[src/rtl/pwm_frame_loader_pkg.sv]
// Shared defaults, reply codes and FSM encoding for the PWM frame loader.
package pwm_frame_loader_pkg;

    localparam int          NUM_CH_DEF      = 11;
    localparam logic [7:0]  SYNC_DEF        = 8'hA5;
    localparam logic [7:0]  ACK             = 8'h06;
    localparam logic [7:0]  NAK             = 8'h15;
    localparam int          TIMEOUT_CYC_DEF = 50000;

    localparam logic [1:0]  ST_IDLE    = 2'd0;
    localparam logic [1:0]  ST_PAYLOAD = 2'd1;
    localparam logic [1:0]  ST_CHECK   = 2'd2;
    localparam logic [1:0]  ST_REPLY   = 2'd3;

    function automatic logic [7:0] sat_inc(input logic [7:0] v);
        return (v == 8'hFF) ? v : v + 8'd1;
    endfunction

endpackage

[src/rtl/pwm_frame_loader_byte_timer.sv]
// Inter-byte / reply-wait watchdog: counts enabled cycles since the last clear.
module byte_timer #(
    parameter int TIMEOUT_CYC = 50000
) (
    input  logic clk,
    input  logic rst_n,
    input  logic clear,
    input  logic enable,
    output logic expired
);
    localparam int CW = $clog2(TIMEOUT_CYC + 1);

    logic [CW-1:0] cnt;

    always_ff @(posedge clk) begin
        if (!rst_n || clear)
            cnt <= '0;
        else if (enable && cnt != CW'(TIMEOUT_CYC))
            cnt <= cnt + 1'b1;
    end

    assign expired = enable && (cnt == CW'(TIMEOUT_CYC));

endmodule

[src/rtl/pwm_frame_loader.sv]
// Parses SYNC + NUM_CH duty bytes + checksum frames, commits duty atomically, replies ACK/NAK.
module pwm_frame_loader
    import pwm_frame_loader_pkg::*;
#(
    parameter int         NUM_CH      = NUM_CH_DEF,
    parameter logic [7:0] SYNC        = SYNC_DEF,
    parameter int         TIMEOUT_CYC = TIMEOUT_CYC_DEF
) (
    input  logic                clk,
    input  logic                rst_n,
    input  logic [7:0]          rx_data,
    input  logic                new_rx_data,
    input  logic                tx_busy,
    output logic [7:0]          tx_data,
    output logic                new_tx_data,
    output logic [NUM_CH*8-1:0] duty,
    output logic                duty_valid,
    output logic [7:0]          frame_cnt,
    output logic [7:0]          err_cnt
);
    localparam int IDX_W = (NUM_CH > 1) ? $clog2(NUM_CH) : 1;

    logic [1:0]                 state, state_nxt;
    logic                       rx_prev;
    logic                       byte_ev;
    logic                       expired;
    logic                       tmr_clear;
    logic [IDX_W-1:0]           idx;
    logic [7:0]                 sum;
    logic [NUM_CH-1:0][7:0]     shadow;
    logic [NUM_CH-1:0][7:0]     duty_q;
    logic                       last_byte;

    assign byte_ev   = new_rx_data && !rx_prev;
    assign last_byte = (idx == IDX_W'(NUM_CH - 1));

    always_comb begin
        state_nxt = state;
        case (state)
            ST_IDLE:    if (byte_ev && rx_data == SYNC) state_nxt = ST_PAYLOAD;
            ST_PAYLOAD: if (expired) state_nxt = ST_IDLE;
                        else if (byte_ev && last_byte) state_nxt = ST_CHECK;
            ST_CHECK:   if (expired) state_nxt = ST_IDLE;
                        else if (byte_ev) state_nxt = ST_REPLY;
            ST_REPLY:   if (expired || !tx_busy) state_nxt = ST_IDLE;
            default:    state_nxt = ST_IDLE;
        endcase
    end

    // Timer restarts on every byte and on every state change so each phase gets a full window.
    assign tmr_clear = byte_ev || (state_nxt != state);

    byte_timer #(.TIMEOUT_CYC(TIMEOUT_CYC)) u_timer (
        .clk     (clk),
        .rst_n   (rst_n),
        .clear   (tmr_clear),
        .enable  (state != ST_IDLE),
        .expired (expired)
    );

    always_ff @(posedge clk) begin
        if (!rst_n) begin
            state       <= ST_IDLE;
            rx_prev     <= 1'b0;
            idx         <= '0;
            sum         <= '0;
            shadow      <= '0;
            duty_q      <= '0;
            duty_valid  <= 1'b0;
            new_tx_data <= 1'b0;
            tx_data     <= '0;
            frame_cnt   <= '0;
            err_cnt     <= '0;
        end else begin
            rx_prev     <= new_rx_data;
            state       <= state_nxt;
            duty_valid  <= 1'b0;
            new_tx_data <= 1'b0;
            case (state)
                ST_IDLE: begin
                    if (state_nxt == ST_PAYLOAD) begin
                        idx <= '0;
                        sum <= '0;
                    end
                end
                ST_PAYLOAD: begin
                    if (expired)
                        err_cnt <= sat_inc(err_cnt);
                    else if (byte_ev) begin
                        for (int i = 0; i < NUM_CH; i++)
                            if (idx == IDX_W'(i)) shadow[i] <= rx_data;
                        idx <= idx + 1'b1;
                        sum <= sum + rx_data;
                    end
                end
                ST_CHECK: begin
                    if (expired)
                        err_cnt <= sat_inc(err_cnt);
                    else if (byte_ev) begin
                        if (rx_data == sum) begin
                            duty_q     <= shadow;
                            duty_valid <= 1'b1;
                            frame_cnt  <= sat_inc(frame_cnt);
                            tx_data    <= ACK;
                        end else begin
                            err_cnt    <= sat_inc(err_cnt);
                            tx_data    <= NAK;
                        end
                    end
                end
                ST_REPLY: begin
                    if (expired)
                        err_cnt <= sat_inc(err_cnt);
                    else if (!tx_busy)
                        new_tx_data <= 1'b1;
                end
                default: ;
            endcase
        end
    end

    for (genvar g = 0; g < NUM_CH; g++) begin : g_duty
        assign duty[8*g +: 8] = duty_q[g];
    end

endmodule

[config.mk]
export PLATFORM = sky130hd
export DESIGN_NAME = pwm_frame_loader
export DESIGN_NICKNAME = d
export VERILOG_FILES = /design/src/rtl/pwm_frame_loader_pkg.sv /design/src/rtl/pwm_frame_loader_byte_timer.sv /design/src/rtl/pwm_frame_loader.sv
export SDC_FILE = /design/constraint.sdc
export NUM_CORES = 1
export LEC_CHECK = 0
export ABC_AREA = 1
export CORE_UTILIZATION = 60
export CTS_BUF_LIST = sky130_fd_sc_hd__clkbuf_8
export DETAILED_ROUTE_END_ITERATION = 8
export GPL_TIMING_DRIVEN = 0
export PLACE_DENSITY = 0.89
export RECOVER_POWER = 25
export SKIP_LAST_GASP = 1
export SLEW_MARGIN = 20
export SYNTH_ARGS = -nofsm -noshare
export SYNTH_HDL_FRONTEND = slang
export SYNTH_SLANG_ARGS = --single-unit
[constraint.sdc]
create_clock -name clk -period 4.9 [get_ports clk]
set_clock_uncertainty 0.1 [all_clocks]
set_input_delay 0.49 -clock clk [delete_from_list [all_inputs] [get_ports clk]]
set_output_delay 0.49 -clock clk [all_outputs]
set_load 0.01 [all_outputs]
==> flow_summary.json <==
{
  "cts_hold_buffers": 0,
  "fp-row-count": 46,
  "critPathCaptureType": "flip-flop",
  "max_slew.worst_pin.slew_ns": 0.890,
  "netlist_area_um2": 9870,
  "arrival_ns": 2.92,
  "netlist_top_cells_count": "nand2_1 (293), nand3_1 (250), dfxtp_1 (228)",
  "yosys.area_share.simple_pct": 34.3,
  "worst-endpoint-required_ns": 5.17,
  "fmax_mhz": 379,
  "startpoint_type": "flip-flop",
  "worstPathMaxFanout": 10,
  "boundaryPins": 126,
  "vias": 9387,
  "drtIter0Drc": 928,
  "antenna_cells": 0,
  "peakVddDrop_uv": 223,
  "synth.distinct_cells": 40,
  "synth_top_family_by_area": "simple AND/OR/NAND/NOR gates",
  "synth_xor_area_share_pct": 2.22,
  "relSlewSlack_pct": 40.6,
  "r2r-start": "u_timer.cnt[0]$_SDFFE_PP0P_",
  "synth_most_common_cell": "nand2_1",
  "multi_input_area_um2": 4570,
  "synth_compound_area_share_pct": 7.91,
  "first_global_vias": 8611,
  "status": "finished, final reports clean",
  "clkSinkCount": 228,
  "synth_top_cell_by_area": "dfxtp_1",
  "hp-start": "shadow[80]$_SDFFE_PN0P_",
  "io_buffers": 120,
  "cts_buffer_depth": 3,
  "cts_tree": "built",
  "drive_above_1_share_pct": 10.2,
  "yosys-top-cells-area": "dfxtp_1 (46%), nand3_1 (13%), nand2_1 (11%)",
  "post_drt_wl_per_cell_um": 15.8,
  "grtUsageTotal_pct": 31.5,
  "via_per_inst": 5.60,
  "critPathKind": "reg -> reg",
  "grt-ovfl-total": 0,
  "syn_area_per_cell_um2": 7.70,
  "fin_crit_sh_pct": 53.9,
  "synthAdderAreaFrac_pct": 2.10,
  "final_hold_viol_count": 0,
  "grt_max_degree": 11,
  "ant_nets": 0,
  "post-route-cell-area_um2": 12000,
  "post_cts_resized": 0,
  "startpoint": "u_timer.cnt[0]$_SDFFE_PP0P_",
  "final-max-slew-violation-count": 0,
  "p_leak_uw": 0.00511,
  "yosysTopAreaCellShare_pct": 46.2,
  "dpl.hpwl_mm": 18.2,
  "dp_cells": 1620,
  "first_pass_iters": 7,
  "ys_async_sr_fraction_pct": 0,
  "grt_pass1_wl_mm": 42.0,
  "syn_inst": 1281,
  "antenna_found_initial": 0,
  "rsz0062_at_grt": "false",
  "die_w_um": 130,
  "ys_seq_area_share_pct": 46.2,
  "p_per_area_nw_per_um2": 294,
  "place_area_um2": 11400,
  "setup_tns_ns": 0,
  "h-tree-depth": 2,
  "ff_latch_area_um2": 4560,
  "path_clk_slew_ns": 0.06,
  "nets": 1472,
  "fill_cells": 1209,
  "clk-insertion-delay-late_ns": 0.53,
  "start_util_pct": 61.9,
  "core_area_um2": 15900,
  "cts_root_buf": "clkbuf_8",
  "fin_cells": 1677,
  "setup_viol": 0,
  "max_cap_violations": 0,
  "hold_class": "reg -> reg",
  "finalWorstPathRequiredPeriod_ns": 2.64,
  "synth.area.mux_share_pct": 0,
  "die_h_um": 130,
  "yosysWarnings": 0,
  "synth_enable_flop_cells": 0,
  "wirelength_mm": 26.5,
  "design.die.area_um2": 17000,
  "ys_ff_latch": 228,
  "post_cts_buffers": 0,
  "fin_hold_ws_ns": 0.347,
  "synthToLayoutAreaGrowth_pct": 21.5,
  "cts_buffers": 38,
  "drc": 0,
  "gp_congestion": 0.924,
  "synth_ff_type": "dfxtp_1"
}
[metal layers]
metal	vias up	global-route usage, %	wire length [um]
li1	4548	-	-
met1	4343	38.8	10600
met2	423	53.7	12800
met3	73	5.66	2280
met4	0	14.6	882
met5	-	0	0
[registers in the layout (all words and copies together) (netlist names)]
signal and flops:
sum 8, rx_prev 1, duty 88, state 2, u_timer.cnt 16, frame_cnt 8
tx_data 3, err_cnt 8, duty_valid 1, shadow 88, idx 4, new_tx_data 1
[power by group]
group | total (uW) | internal [uW] | switching (uW)
Clock | 1560 | 843 | 714
Combinational | 115 | 24.8 | 90.0
Sequential | 1860 | 1860 | 0.567
[logic make-up after synthesis]
kind of cell,count (synthesis)
other,1
flip-flops,228
AO/OA/AOI/OAI,152
adder cells (fa/ha/maj),16
buffers and inverters,153
XOR/XNOR,25
AND/OR/NAND/NOR,706
[path summary, 6_finish.rpt]
check,to,slack (ns),cells past startpoint
min reg2reg,duty[80]$_SDFFE_PN0P_,0.35,2
max reg2reg,sum[4]$_SDFFE_PN0P_,2.26,10
min,duty[80]$_SDFFE_PN0P_,0.35,2
max,sum[4]$_SDFFE_PN0P_,2.26,10
[critical path: stages (launching register included)]
cell and delay [ns]:
dfxtp_1 0.35, inv_1 0.10, ha_1 0.21, nand3_1 0.10, nor2_1 0.27, nand2_4 0.11
nand2_1 0.52, nand2_1 0.21, clkbuf_1 0.27, o21ai_0 0.21, a21oi_1 0.05
[metrics by stage]
| stage | worst slack (ns) | power (uW) | utilization [%] |
|---|---|---|---|
| after floorplan | 2.81 | 1960 | - |
| after detailed placement | 1.95 | 2010 | 71.2 |
| final | 2.26 | 3530 | 75.2 |
| after global placement | 1.96 | 2010 | 71.2 |
| after CTS | 2.48 | 3530 | 75.5 |
| after global routing | 2.02 | 3630 | 75.2 |
[cells in the final DEF, fill, tap and decap left out, drive strengths merged]
master	synthesis	final
ha	15	15
dlygate4sd3	0	73
dfxtp	228	228
a211oi	2	2
o21a	1	1
a31oi	1	1
nand4	13	13
conb	1	4
clkbuf	38	83
o21ai	34	34
nand3b	2	2
buf	40	38
fa	1	1
a21oi	114	114
clkinv	1	3
nand2	302	302
nor2	104	104
bufinv	0	1
clkdlybuf4s50	0	47
nand3	270	270
xor2	19	19
inv	74	85
nor3	14	14
and3	1	1
xnor2	6	6
[cell type report]
class,count,area share [%]
buffer,78,3.47
clock buffer,43,4.94
inverter,75,2.43
clock inverter,14,0.720
timing repair buffer,120,10.0
multi-input combinational,903,38.1
tap,216,2.25
sequential,228,38.1
Note: power is estimated with default switching activity, not from simulation.
